### config.mk
export PLATFORM = sky130hd
export DESIGN_NAME = rx_engine_flat
export DESIGN_NICKNAME = d
export VERILOG_FILES = /design/src/rtl/rx_engine_if.sv /design/src/rtl/rx_engine.sv /design/src/flat_wrapper.sv
export SDC_FILE = /design/constraint.sdc
export NUM_CORES = 1
export LEC_CHECK = 0
export BUFFER_PORTS_ARGS = -buffer_cell sky130_fd_sc_hd__buf_2
export CORE_UTILIZATION = 34
export DETAILED_ROUTE_END_ITERATION = 8
export PLACE_DENSITY = 0.48
export SLEW_MARGIN = 20
export SYNTH_ARGS = -nofsm -noshare
export SYNTH_HDL_FRONTEND = slang
export SYNTH_SLANG_ARGS = --single-unit
### constraint.sdc
create_clock -name clk -period 6.61 [get_ports clk]
set_clock_uncertainty 0.15 [all_clocks]
set_input_delay 1.322 -clock clk [delete_from_list [all_inputs] [get_ports clk]]
set_output_delay 1.322 -clock clk [all_outputs]
set_load 0.01 [all_outputs]
### src/rtl/rx_engine_if.sv
// Processor port bus for the UART receive engine.
// The processor is the master; the engine answers with data and status.
interface rx_engine_if;
    logic [15:0] port_id;
    logic        read_strobe;
    logic [7:0]  rx_data;
    logic        rx_rdy;
    logic        perr;
    logic        ferr;
    logic        ovf;

    modport master (
        output port_id, read_strobe,
        input  rx_data, rx_rdy, perr, ferr, ovf
    );

    modport slave (
        input  port_id, read_strobe,
        output rx_data, rx_rdy, perr, ferr, ovf
    );
endinterface

### src/rtl/rx_engine.sv
// UART receive engine: synchronizes rx, frames start/data/parity/stop at
// mid-bit and reports each byte with ready, parity, framing and overrun flags.
module rx_engine #(
    parameter int CLK_HZ = 100_000_000
) (
    input  logic       clk,
    input  logic       reset,
    input  logic       rx,
    input  logic [3:0] baud_in,
    input  logic       Eight,
    input  logic       Pen,
    input  logic       OHEL,
    rx_engine_if.slave bus
);
    typedef enum logic [1:0] {IDLE, START, DATA, STOP} state_t;

    function automatic logic [18:0] bt_of(input logic [3:0] b);
        logic [18:0] r;
        case (b)
            4'd0:    r = 19'(CLK_HZ / 300);
            4'd1:    r = 19'(CLK_HZ / 1200);
            4'd2:    r = 19'(CLK_HZ / 2400);
            4'd3:    r = 19'(CLK_HZ / 4800);
            4'd4:    r = 19'(CLK_HZ / 9600);
            4'd5:    r = 19'(CLK_HZ / 19200);
            4'd6:    r = 19'(CLK_HZ / 38400);
            4'd7:    r = 19'(CLK_HZ / 57600);
            4'd8:    r = 19'(CLK_HZ / 115200);
            4'd9:    r = 19'(CLK_HZ / 230400);
            4'd10:   r = 19'(CLK_HZ / 460800);
            default: r = 19'(CLK_HZ / 921600);
        endcase
        return r;
    endfunction

    state_t      state;
    logic        s1;
    logic        rxs;
    logic [18:0] cnt;
    logic [3:0]  idx;
    logic [8:0]  sh;
    logic [3:0]  cfg_baud;
    logic        cfg_eight;
    logic        cfg_pen;
    logic        cfg_ohel;

    logic [7:0]  data_q;
    logic        rdy_q;
    logic        perr_q;
    logic        ferr_q;
    logic        ovf_q;

    logic [18:0] bt;
    logic [18:0] hbt;
    logic [3:0]  nbits;
    logic [8:0]  aligned;
    logic [7:0]  data;
    logic        pbit;
    logic        par_err;
    logic        clr;

    // Frame bits enter at sh[8]; shorter frames are shifted down to bit 0.
    always_comb begin
        bt      = bt_of(cfg_baud);
        hbt     = bt >> 1;
        nbits   = 4'd7 + {3'b0, cfg_eight} + {3'b0, cfg_pen};
        aligned = sh >> (4'd9 - nbits);
        data    = cfg_eight ? aligned[7:0] : {1'b0, aligned[6:0]};
        pbit    = cfg_eight ? aligned[8] : aligned[7];
        par_err = cfg_pen && ((^data ^ cfg_ohel) != pbit);
        clr     = bus.read_strobe && (bus.port_id == 16'h0000);
    end

    always_ff @(posedge clk or posedge reset) begin
        if (reset) begin
            state     <= IDLE;
            s1        <= 1'b1;
            rxs       <= 1'b1;
            cnt       <= '0;
            idx       <= '0;
            sh        <= '0;
            cfg_baud  <= '0;
            cfg_eight <= 1'b0;
            cfg_pen   <= 1'b0;
            cfg_ohel  <= 1'b0;
            data_q    <= 8'h00;
            rdy_q     <= 1'b0;
            perr_q    <= 1'b0;
            ferr_q    <= 1'b0;
            ovf_q     <= 1'b0;
        end else begin
            s1  <= rx;
            rxs <= s1;
            if (clr) begin
                rdy_q  <= 1'b0;
                perr_q <= 1'b0;
                ferr_q <= 1'b0;
                ovf_q  <= 1'b0;
            end
            unique case (state)
                IDLE: begin
                    cnt <= '0;
                    if (!rxs) begin
                        cfg_baud  <= baud_in;
                        cfg_eight <= Eight;
                        cfg_pen   <= Pen;
                        cfg_ohel  <= OHEL;
                        state     <= START;
                    end
                end
                START: begin
                    if (cnt == hbt - 19'd1) begin
                        cnt <= '0;
                        idx <= '0;
                        state <= rxs ? IDLE : DATA;
                    end else begin
                        cnt <= cnt + 19'd1;
                    end
                end
                DATA: begin
                    if (cnt == bt - 19'd1) begin
                        cnt <= '0;
                        sh  <= {rxs, sh[8:1]};
                        idx <= idx + 4'd1;
                        if (idx == nbits - 4'd1)
                            state <= STOP;
                    end else begin
                        cnt <= cnt + 19'd1;
                    end
                end
                STOP: begin
                    if (cnt == bt - 19'd1) begin
                        cnt    <= '0;
                        state  <= IDLE;
                        data_q <= data;
                        rdy_q  <= 1'b1;
                        perr_q <= par_err;
                        ferr_q <= !rxs;
                        // A read landing on completion clears overrun instead.
                        if (!clr && rdy_q)
                            ovf_q <= 1'b1;
                    end else begin
                        cnt <= cnt + 19'd1;
                    end
                end
                default: state <= IDLE;
            endcase
        end
    end

    assign bus.rx_data = data_q;
    assign bus.rx_rdy  = rdy_q;
    assign bus.perr    = perr_q;
    assign bus.ferr    = ferr_q;
    assign bus.ovf     = ovf_q;
endmodule

### src/flat_wrapper.sv
// flat-port wrapper written by rule: the top's interface ports become plain ports
module rx_engine_flat 
#(
    parameter int CLK_HZ = 100_000_000
)
  (clk, reset, rx, baud_in, Eight, Pen, OHEL, bus_port_id, bus_read_strobe, bus_rx_data, bus_rx_rdy, bus_perr, bus_ferr, bus_ovf);
  rx_engine_if bus_i ();
  input  logic clk;
  input  logic reset;
  input  logic rx;
  input  logic [3:0] baud_in;
  input  logic Eight;
  input  logic Pen;
  input  logic OHEL;
  input wire logic [$bits(bus_i.port_id)-1:0] bus_port_id;
  input wire logic [$bits(bus_i.read_strobe)-1:0] bus_read_strobe;
  output wire logic [$bits(bus_i.rx_data)-1:0] bus_rx_data;
  output wire logic [$bits(bus_i.rx_rdy)-1:0] bus_rx_rdy;
  output wire logic [$bits(bus_i.perr)-1:0] bus_perr;
  output wire logic [$bits(bus_i.ferr)-1:0] bus_ferr;
  output wire logic [$bits(bus_i.ovf)-1:0] bus_ovf;
  assign bus_i.port_id = bus_port_id;
  assign bus_i.read_strobe = bus_read_strobe;
  assign bus_rx_data = bus_i.rx_data;
  assign bus_rx_rdy = bus_i.rx_rdy;
  assign bus_perr = bus_i.perr;
  assign bus_ferr = bus_i.ferr;
  assign bus_ovf = bus_i.ovf;
  rx_engine #(.CLK_HZ(CLK_HZ)) u_core (.clk(clk), .reset(reset), .rx(rx), .baud_in(baud_in), .Eight(Eight), .Pen(Pen), .OHEL(OHEL), .bus(bus_i));
endmodule
==> flow_summary.yaml, run 1 <==
global_routing:
  grt_pass1_vias: 3396
  grt_max_degree: 56
  met2_usage: 0.279
  antenna_found_initial: 0
  overflow: 0
  grt_pass1_wl_um: 17600
  track_usage: 0.173
  gr-usage-met3: 0.0311
  grt.busiest_layer: "met2"
  grtUsageMet1: 0.233
routing:
  drt_iter0_drc: 261
  vias: 3452
  wl_um: 10400
  vias_per_cell: 5.18
  routedWlPerCell_um: 15.7
  drtPass1Iterations: 4
  drc_errors: 0
  detail-route-antenna-nets: 0
cts:
  clk_path_buf_depth: 2
  clkTransAtPathRegs_ns: 0.08
  cts_buffers: 5
  clock_latency_ns: 0.31
  postCtsHoldBufs: 0
  htreeDepth: 2
  root_buffer: "clkbuf_16"
  ctsResizeCount: 0
  cts_tree: "built"
  cts.sinks: 55
  post-cts-setup-buffers: 0
worst_setup_path:
  slowest_delay_ns: 0.72
  crit_path_frequent_cell: "ha_1"
  crit_chain: "inv_1 > ha_1 > nand3b_1 > nand2_1 > ha_1 > o31ai_2 > or4b_1 > a211oi_1 > and3b_1 > a2111o_1 > o21ai_0 > a21o_1 > nor2_1"
  path_buf_inv: 1
  critPathKind: "reg2reg"
  cp-start-kind: "flip-flop"
  crit_end: "u_core.cnt[9]$_DFF_PP0_"
  crit_fanout: 19
  cpMaxStageDelayCell: "dfrtp_1"
  cp.depth: 13
  reg2reg_depth: 13
  end_kind: "flip-flop"
  path_delay_family: "compound AO/OA/AOI/OAI gates"
  r2r-start: "u_core.cfg_baud[1]$_DFFE_PP0P_"
  crit_arrival_ns: 4.69
  worstReg2RegEnd: "u_core.cnt[9]$_DFF_PP0_"
  cp.required_ns: 6.61
  r2r_slack_ns: 1.93
  cp-startpoint: "u_core.cfg_baud[1]$_DFFE_PP0P_"
synth:
  syn_avg_cell_area_um2: 9.02
  syn_inst: 482
  synthArstFlopShare: 1.00
  seq_area_frac_synth: 0.317
  yosysWarnings: 0
  synth_area_leader_cell: "dfrtp_1"
  synth_top_cell_area_share: 0.305
  synth_commonest_cells: "53 x dfrtp_1, 42 x nand2_1, 40 x xnor2_1, 38 x nor2_1, 20 x inv_1"
  synth_edf_count: 0
  synthDistinctLibCells: 71
  synth_top_flop_cell: "dfrtp_1"
  yosysMostFrequentCell: "dfrtp_1"
  synth_nets: 527
  ys_ff_latch: 55
  synth.top_cells.by_area: "dfrtp_1 31%, xnor2_1 8.1%, ha_1 5.2%"
  synth_area_um2: 4350
power:
  leakage_nw: 1.94
  p_seq_frac: 0.222
  p_sw_frac: 0.477
  p_sw_uw: 963
  intPower_mw: 1.06
  peakVddDrop_mv: 0.157
  p_per_area_nw_per_um2: 427
  power_mw: 2.02
  clockPowerShare: 0.139
  comb_power_share: 0.639
final_layout:
  nNetsFinal: 542
  diodes: 0
  drive_gt1_frac: 0.173
  syn2layout_area_growth_pct: 8.81
  utilization: 0.387
die:
  initial_utilization: 0.356
  die_h_um: 115
  coreArea_um2: 12200
  pin_count: 39
  die_w_um: 115
  num_rows: 40
  die_area_um2: 13200
sta:
  worstMarginPinSlew_ns: 0.935
  finalCritPeriodShare: 0.708
  max_slew_margin: 0.377
  drv_slew: 0
  tns_ns: 0
  hold_viol: 0
  post-route-min-period_ns: 4.68
  setup_viol: 0
  rsz0062_at_grt: "false"
  fmax_ghz: 0.214
  setup_ws_ns: 1.93
hold_path:
  whs_path_depth: 0
  hold_class: "reg2reg"
place:
  io_buffers: 38
  pre_cts_slack_ns: 1.93
  dp_hpwl_um: 7940
  finalWeightedCongestion: 0.863
job:
  maxCapViolCount: 0
status:
  status: "complete, no violations"
## cells by family after synthesis
group | share of synthesized area
adders and majority gates | 0.0518
AOI/OAI and AO/OA | 0.145
DFF | 0.317
buffers and inverters | 0.0622
muxes | 0.0766
and+or+nand+nor | 0.234
xor gates and xnor gates | 0.113
## metal layers
metal / part of all wire / vias to the layer above
met1: 0.48 / 1626
met2: 0.46 / 74
li1: - / 1740
met4: 0.018 / 0
met3: 0.047 / 12
met5: 0 / -
## sequential cells by signal (all words and copies together) (netlist names), named ones only
name and count:
u_core.s1 1, u_core.bus.rx_data 8, u_core.rxs 1, u_core.bus.perr 1, u_core.bus.ferr 1, u_core.cfg_baud 4, u_core.idx 4, u_core.state 1
u_core.cnt 19, u_core.cfg_ohel 1, u_core.bus.rx_rdy 1, u_core.sh 9, u_core.bus.ovf 1, u_core.cfg_eight 1, u_core.cfg_pen 1
## worst min-delay path by stage
stage / start / endpoint / slack (ns)
floorplan: u_core.s1$_DFF_PP1_ / u_core.rxs$_DFF_PP1_ / 0.20
global placement: u_core.s1$_DFF_PP1_ / u_core.rxs$_DFF_PP1_ / 0.20
detailed placement: u_core.s1$_DFF_PP1_ / u_core.rxs$_DFF_PP1_ / 0.20
CTS: u_core.s1$_DFF_PP1_ / u_core.rxs$_DFF_PP1_ / 0.21
global route: u_core.s1$_DFF_PP1_ / u_core.rxs$_DFF_PP1_ / 0.21
finish: u_core.s1$_DFF_PP1_ / u_core.rxs$_DFF_PP1_ / 0.21
## metrics by stage
step	area (um^2)	hold WS, ns	instances
after global placement	4570	0.196	658
after global routing	4730	0.211	666
after detailed placement	4570	0.198	658
after CTS	4730	0.207	666
final	4730	0.207	666
after floorplan	4350	0.195	482
## power groups by stage
stage	clock network, mW	logic (mW)	registers (mW)
2_1_floorplan	0	1.16	0.408
3_3_place_gp	0	1.29	0.453
3_5_place_dp	0	1.29	0.457
4_1_cts	0.294	1.30	0.450
5_1_grt	0.304	1.44	0.461
6_report	0.280	1.29	0.449
## final cells by class
| type | count | area (um^2) |
|---|---|---|
| Tap cell | 168 | 210 |
| Clock buffer | 6 | 139 |
| Inverter | 20 | 75.1 |
| Sequential cell | 55 | 1380 |
| Multi-Input combinational cell | 374 | 2700 |
| Fill cell | 1271 | 7480 |
| Timing Repair Buffer | 41 | 213 |
| Clock inverter | 2 | 16.3 |
## cell usage in the layout, fill, tap and decap left out, types with 3 or more instances in the layout
| master | Yosys | final |
|---|---|---|
| a211oi_1 | 4 | 4 |
| a21oi_1 | 15 | 15 |
| a31oi_1 | 5 | 5 |
| and3_1 | 4 | 4 |
| and4_1 | 4 | 4 |
| buf_2 | 9 | 38 |
| buf_4 | 2 | 3 |
| clkbuf_16 | 0 | 5 |
| dfrtp_1 | 53 | 53 |
| ha_1 | 18 | 18 |
| inv_1 | 20 | 19 |
| mux2_2 | 18 | 18 |
| mux2i_1 | 13 | 13 |
| nand2_1 | 42 | 42 |
| nand2b_1 | 7 | 7 |
| nand3_1 | 16 | 16 |
| nand3b_1 | 4 | 4 |
| nand4_1 | 9 | 9 |
| nor2_1 | 38 | 38 |
| nor2b_1 | 6 | 6 |
| nor3_1 | 9 | 9 |
| nor3b_1 | 4 | 4 |
| nor4_1 | 5 | 5 |
| nor4bb_1 | 4 | 4 |
| o211ai_1 | 3 | 3 |
| o21ai_0 | 16 | 16 |
| o21ai_1 | 5 | 5 |
| o22ai_1 | 7 | 7 |
| o31ai_1 | 3 | 3 |
| or3_1 | 4 | 4 |
| or4_1 | 4 | 4 |
| or4b_1 | 4 | 4 |
| xnor2_1 | 40 | 40 |
| xor2_1 | 16 | 16 |
Power figures use the tool's default switching activity.
==> inputs of run 2 (changes only) <==
==> constraint.sdc (replaced) <==
create_clock -name clk -period 4.55 [get_ports clk]
set_clock_uncertainty 0.15 [all_clocks]
set_input_delay 0.91 -clock clk [delete_from_list [all_inputs] [get_ports clk]]
set_output_delay 0.91 -clock clk [all_outputs]
set_load 0.01 [all_outputs]
==> flow_summary.yaml, run 2 (synthesis results as in run 1) <==
die:
  initial_utilization: 0.356
  num_rows: 40
  coreArea_um2: 12200
  pin_count: 39
  die_h_um: 115
  die_w_um: 115
  die_area_um2: 13200
power:
  p_per_area_nw_per_um2: 632
  peakVddDrop_mv: 0.211
  leakage_nw: 1.99
cts:
  clock_latency_ns: 0.31
  root_buffer: "clkbuf_16"
  cts_buffers: 5
  clk_path_buf_depth: 2
  cts.sinks: 55
  clkTransAtPathRegs_ns: 0.08
  htreeDepth: 2
  post-cts-setup-buffers: 0
  cts_tree: "built"
global_routing:
  overflow: 0
  grt_max_degree: 38
  track_usage: 0.175
  antenna_found_initial: 0
  grt_pass1_wl_um: 17800
  grt_pass1_vias: 3480
hold_path:
  hold_class: "reg2reg"
final_layout:
  diodes: 0
  nNetsFinal: 551
  final_cell_mix: "53 x dfrtp_1, 42 x nand2_1, 40 x xnor2_1, 38 x nor2_1, 38 x buf_2"
  syn2layout_area_growth_pct: 10.5
  fillers: 1281
  final_common_cell: "dfrtp_1"
  drive_gt1_frac: 0.189
  regMostFlops: "u_core.cnt"
  finalNonFillerCells: 675
  final_area_um2: 4800
  largest_register_ffs: 19
job:
  maxCapViolCount: 0
worst_setup_path:
  reg2reg_depth: 14
  end_kind: "flip-flop"
  critPathKind: "reg2reg"
  cp-start-kind: "flip-flop"
  crit_end: "u_core.idx[3]$_DFFE_PP0P_"
  crit_fanout: 9
  crit_arrival_ns: 4.35
  cp-startpoint: "u_core.cfg_baud[1]$_DFFE_PP0P_"
  worstReg2RegEnd: "u_core.idx[3]$_DFFE_PP0P_"
  r2r-start: "u_core.cfg_baud[1]$_DFFE_PP0P_"
  r2r_slack_ns: 0.30
  cp.required_ns: 4.65
status:
  status: "complete, no violations"
routing:
  vias_per_cell: 5.20
  drc_errors: 0
  vias: 3511
  drtPass1Iterations: 4
  routedWlPerCell_um: 15.6
  drt_iter0_drc: 179
  wl_um: 10500
  detail-route-antenna-nets: 0
sta:
  fmax_ghz: 0.235
  max_slew_margin: 0.386
  setup_viol: 0
  drv_slew: 0
  rsz0062_at_grt: "false"
  finalCritPeriodShare: 0.934
  hold_viol: 0
  post-route-min-period_ns: 4.25
  tns_ns: 0
  worstMarginPinSlew_ns: 0.920
place:
  dp_hpwl_um: 8170
  postPlaceCellArea_um2: 4640
  dp.cells: 667
  io_buffers: 38
  finalWeightedCongestion: 0.902
## run 2: changes by cell type in the layout (fill, tap and decap cells not counted)
cell	before	now
ha_1	18	17
inv_6	0	1
clkbuf_8	1	0
buf_4	3	12
clkinv_8	0	1
clkinvlp_4	1	0
ha_2	0	1
## run 2: final cells by class
cell class,count,area [um^2],share of cell area
timing repair buffer,50,280,0.0584
inverter,20,75.1,0.0156
sequential,55,1380,0.287
clock inverter,3,33.8,0.00703
tap,168,210,0.0438
clock buffer,5,125,0.0261
multi-input combinational,374,2700,0.562
## run 2: repair_timing
item / in CTS / in global routing
resized for setup: 0 / 1
hold buffers: 0 / 0
setup endpoints to repair: 0 / 6
## run 2: worst min-delay path by stage
stage / from / endpoint / slack (ns) / cells after the start
final: u_core.s1$_DFF_PP1_ / u_core.rxs$_DFF_PP1_ / 0.20 / 0
after global routing: u_core.s1$_DFF_PP1_ / u_core.rxs$_DFF_PP1_ / 0.20 / 0
after CTS: u_core.s1$_DFF_PP1_ / u_core.rxs$_DFF_PP1_ / 0.20 / 0
after detailed placement: u_core.s1$_DFF_PP1_ / u_core.rxs$_DFF_PP1_ / 0.20 / 0
after global placement: u_core.s1$_DFF_PP1_ / u_core.rxs$_DFF_PP1_ / 0.20 / 0
after floorplan: u_core.s1$_DFF_PP1_ / u_core.rxs$_DFF_PP1_ / 0.20 / 0
## run 2: per-stage QoR
stage	total power, mW	utilization	setup slack, ns	hold WS, ns
after floorplan	2.28	-	0.456	0.195
after global placement	2.61	0.380	0.311	0.198
after detailed placement	2.63	0.380	0.188	0.200
after CTS	3.06	0.393	0.183	0.196
after global routing	3.29	0.393	0.0262	0.203
final	3.03	0.393	0.301	0.196
## run 2: power breakdown
group	internal (mW)	switching [mW]
combinational	0.829	1.17
clock	0.212	0.202
sequential	0.538	0.0812
total	1.58	1.45
## run 2: layer usage
metal / share of wire / track usage / vias to the layer above
li1: - / - / 1755
met1: 0.48 / 0.234 / 1689
met2: 0.46 / 0.284 / 54
met3: 0.036 / 0.0401 / 13
met4: 0.015 / 0.0485 / 0
met5: 0 / 0 / -
## run 2: critical path: stages (launching register included)
cell and delay, ns:
dfrtp_1 0.48, inv_1 0.16, ha_1 0.23, mux2_2 0.26, nand2_1 0.16, ha_1 0.28, xnor2_1 0.13, or3_1 0.31
a211oi_1 0.22, nand4_1 0.12, nor4_1 0.37, a41oi_1 0.19, or3b_1 0.50, or4b_1 0.54, nand3_1 0.09
==> inputs of run 3 (changes only) <==
--- a/config.mk
+++ b/config.mk
@@ -6,9 +6,10 @@
 export NUM_CORES = 1
 export LEC_CHECK = 0
 export BUFFER_PORTS_ARGS = -buffer_cell sky130_fd_sc_hd__buf_2
-export CORE_UTILIZATION = 34
+export CORE_UTILIZATION = 60
 export DETAILED_ROUTE_END_ITERATION = 8
-export PLACE_DENSITY = 0.48
+export MAX_ROUTING_LAYER = met4
+export PLACE_DENSITY = 0.78
 export SLEW_MARGIN = 20
 export SYNTH_ARGS = -nofsm -noshare
 export SYNTH_HDL_FRONTEND = slang
==> flow_summary.yaml, run 3 (synthesis results as in run 1) <==
status:
  status: "complete, no violations"
final_layout:
  regMostFlops: "u_core.cnt"
  final_cell_mix: "52 x dfrtp_1, 42 x nand2_1, 40 x xnor2_1, 38 x nor2_1, 38 x buf_2"
  nNetsFinal: 551
  final_common_cell: "dfrtp_1"
  drive_gt1_frac: 0.191
  final_area_um2: 4660
  largest_register_ffs: 19
  diodes: 0
  syn2layout_area_growth_pct: 7.23
  fillers: 584
cts:
  root_buffer: "clkbuf_8"
  clkTransAtPathRegs_ns: 0.11
  htreeDepth: 2
  cts_buffers: 5
  cts.sinks: 55
  postCtsHoldBufs: 0
  cts_tree: "built"
  clk_path_buf_depth: 2
  clock_latency_ns: 0.32
  post-cts-setup-buffers: 0
routing:
  vias_per_cell: 6.04
  detail-route-antenna-nets: 0
  vias: 3643
  drtPass1Iterations: 6
  routedWlPerCell_um: 16.6
  wl_um: 10000
  drt_iter0_drc: 316
  drc_errors: 0
hold_path:
  hold_class: "reg2reg"
place:
  finalWeightedCongestion: 0.989
  pre_cts_slack_ns: 0.321
  postPlaceCellArea_um2: 4550
  io_buffers: 38
  dp_hpwl_um: 7560
die:
  die_h_um: 87.1
  die_w_um: 87.1
  coreArea_um2: 6910
  pin_count: 39
  die_area_um2: 7590
  initial_utilization: 0.629
  num_rows: 30
sta:
  post-route-min-period_ns: 4.19
  fmax_ghz: 0.239
  max_slew_margin: 0.388
  setup_ws_ns: 0.360
  hold_viol: 0
  finalCritPeriodShare: 0.921
  setup_viol: 0
  worstMarginPinSlew_ns: 0.918
  fin_hold_ws_ns: 0.215
  rsz0062_at_grt: "false"
  tns_ns: 0
  drv_slew: 0
power:
  p_seq_frac: 0.219
  p_sw_mw: 1.43
  intPower_mw: 1.50
  p_sw_frac: 0.489
  leakage_nw: 1.96
  comb_power_share: 0.681
  p_per_area_nw_per_um2: 629
  clockPowerShare: 0.100
  peakVddDrop_mv: 0.246
worst_setup_path:
  cp-start-kind: "flip-flop"
  end_kind: "flip-flop"
  critPathKind: "reg2reg"
  crit_fanout: 12
  cp.required_ns: 4.61
  crit_arrival_ns: 4.25
global_routing:
  grt_max_degree: 56
  overflow: 0
  grt_pass1_vias: 3366
  grt_pass1_wl_um: 16300
  antenna_found_initial: 0
  track_usage: 0.285
job:
  maxCapViolCount: 0
==> run 3: stage by stage <==
stage               cells  total power [mW]   util
global placement      595              2.55  0.659
CTS                   603              2.90  0.673
detailed placement    595              2.60  0.659
floorplan             482              2.28      -
finish                603              2.93  0.675
global route          603              3.15  0.675
==> run 3: critical path: stages (launching register included) <==
cell and delay [ns]:
dfrtp_2 0.50, inv_1 0.19, ha_1 0.42, nor3b_2 0.10
o2bb2ai_1 0.75, nor3b_2 0.17, nor4_1 0.48, nor4_4 0.13
a2111oi_2 0.44, nand2_1 0.34, buf_4 0.27, nand3_1 0.09
o21ai_1 0.07
==> run 3: cell type report <==
class / count / area [um^2] / area share
clock buffers: 7 / 86.3 / 0.0185
clock inverters: 1 / 8.76 / 0.00188
inverters: 20 / 75.1 / 0.0161
multi-input cells: 374 / 2710 / 0.581
flip-flops and latches: 55 / 1380 / 0.296
well taps: 96 / 120 / 0.0258
repair buffers: 50 / 280 / 0.0602
==> run 3: power by group through the flow <==
stage / clock [mW] / sequential, mW / combinational (mW)
2_1_floorplan: 0 / 0.592 / 1.68
5_1_grt: 0.314 / 0.656 / 2.18
4_1_cts: 0.295 / 0.639 / 1.96
6_report: 0.293 / 0.642 / 2.00
3_3_place_gp: 0 / 0.645 / 1.91
3_5_place_dp: 0 / 0.649 / 1.95
==> run 3: repair_timing <==
item                                    in CTS  in global routing
gates resized for setup                      0                  4
endpoints found under the setup margin       0                 14
hold endpoints to repair                     0                  0
==> run 3: per-layer routing <==
| metal | routed length (um) | global-route usage |
|---|---|---|
| met1 | 4670 | 0.388 |
| met4 | 161 | 0.0671 |
| met2 | 4720 | 0.455 |
| met5 | 0 | - |
| met3 | 441 | 0.0332 |
==> run 3: path summary, 6_finish.rpt <==
path | from | to | slack [ns] | cells after the start
max | u_core.cfg_baud[1]$_DFFE_PP0P_ | u_core.bus.ferr$_DFF_PP0_ | 0.36 | 12
min | u_core.s1$_DFF_PP1_ | u_core.rxs$_DFF_PP1_ | 0.21 | 0
min reg2reg | u_core.s1$_DFF_PP1_ | u_core.rxs$_DFF_PP1_ | 0.21 | 0
max reg2reg | u_core.cfg_baud[1]$_DFFE_PP0P_ | u_core.bus.ferr$_DFF_PP0_ | 0.36 | 12
max in group asynchronous | reset | u_core.cfg_baud[1]$_DFFE_PP0P_ | 3.12 | 3
min in group asynchronous | reset | u_core.bus.rx_data[7]$_DFFE_PP0P_ | 0.64 | 3
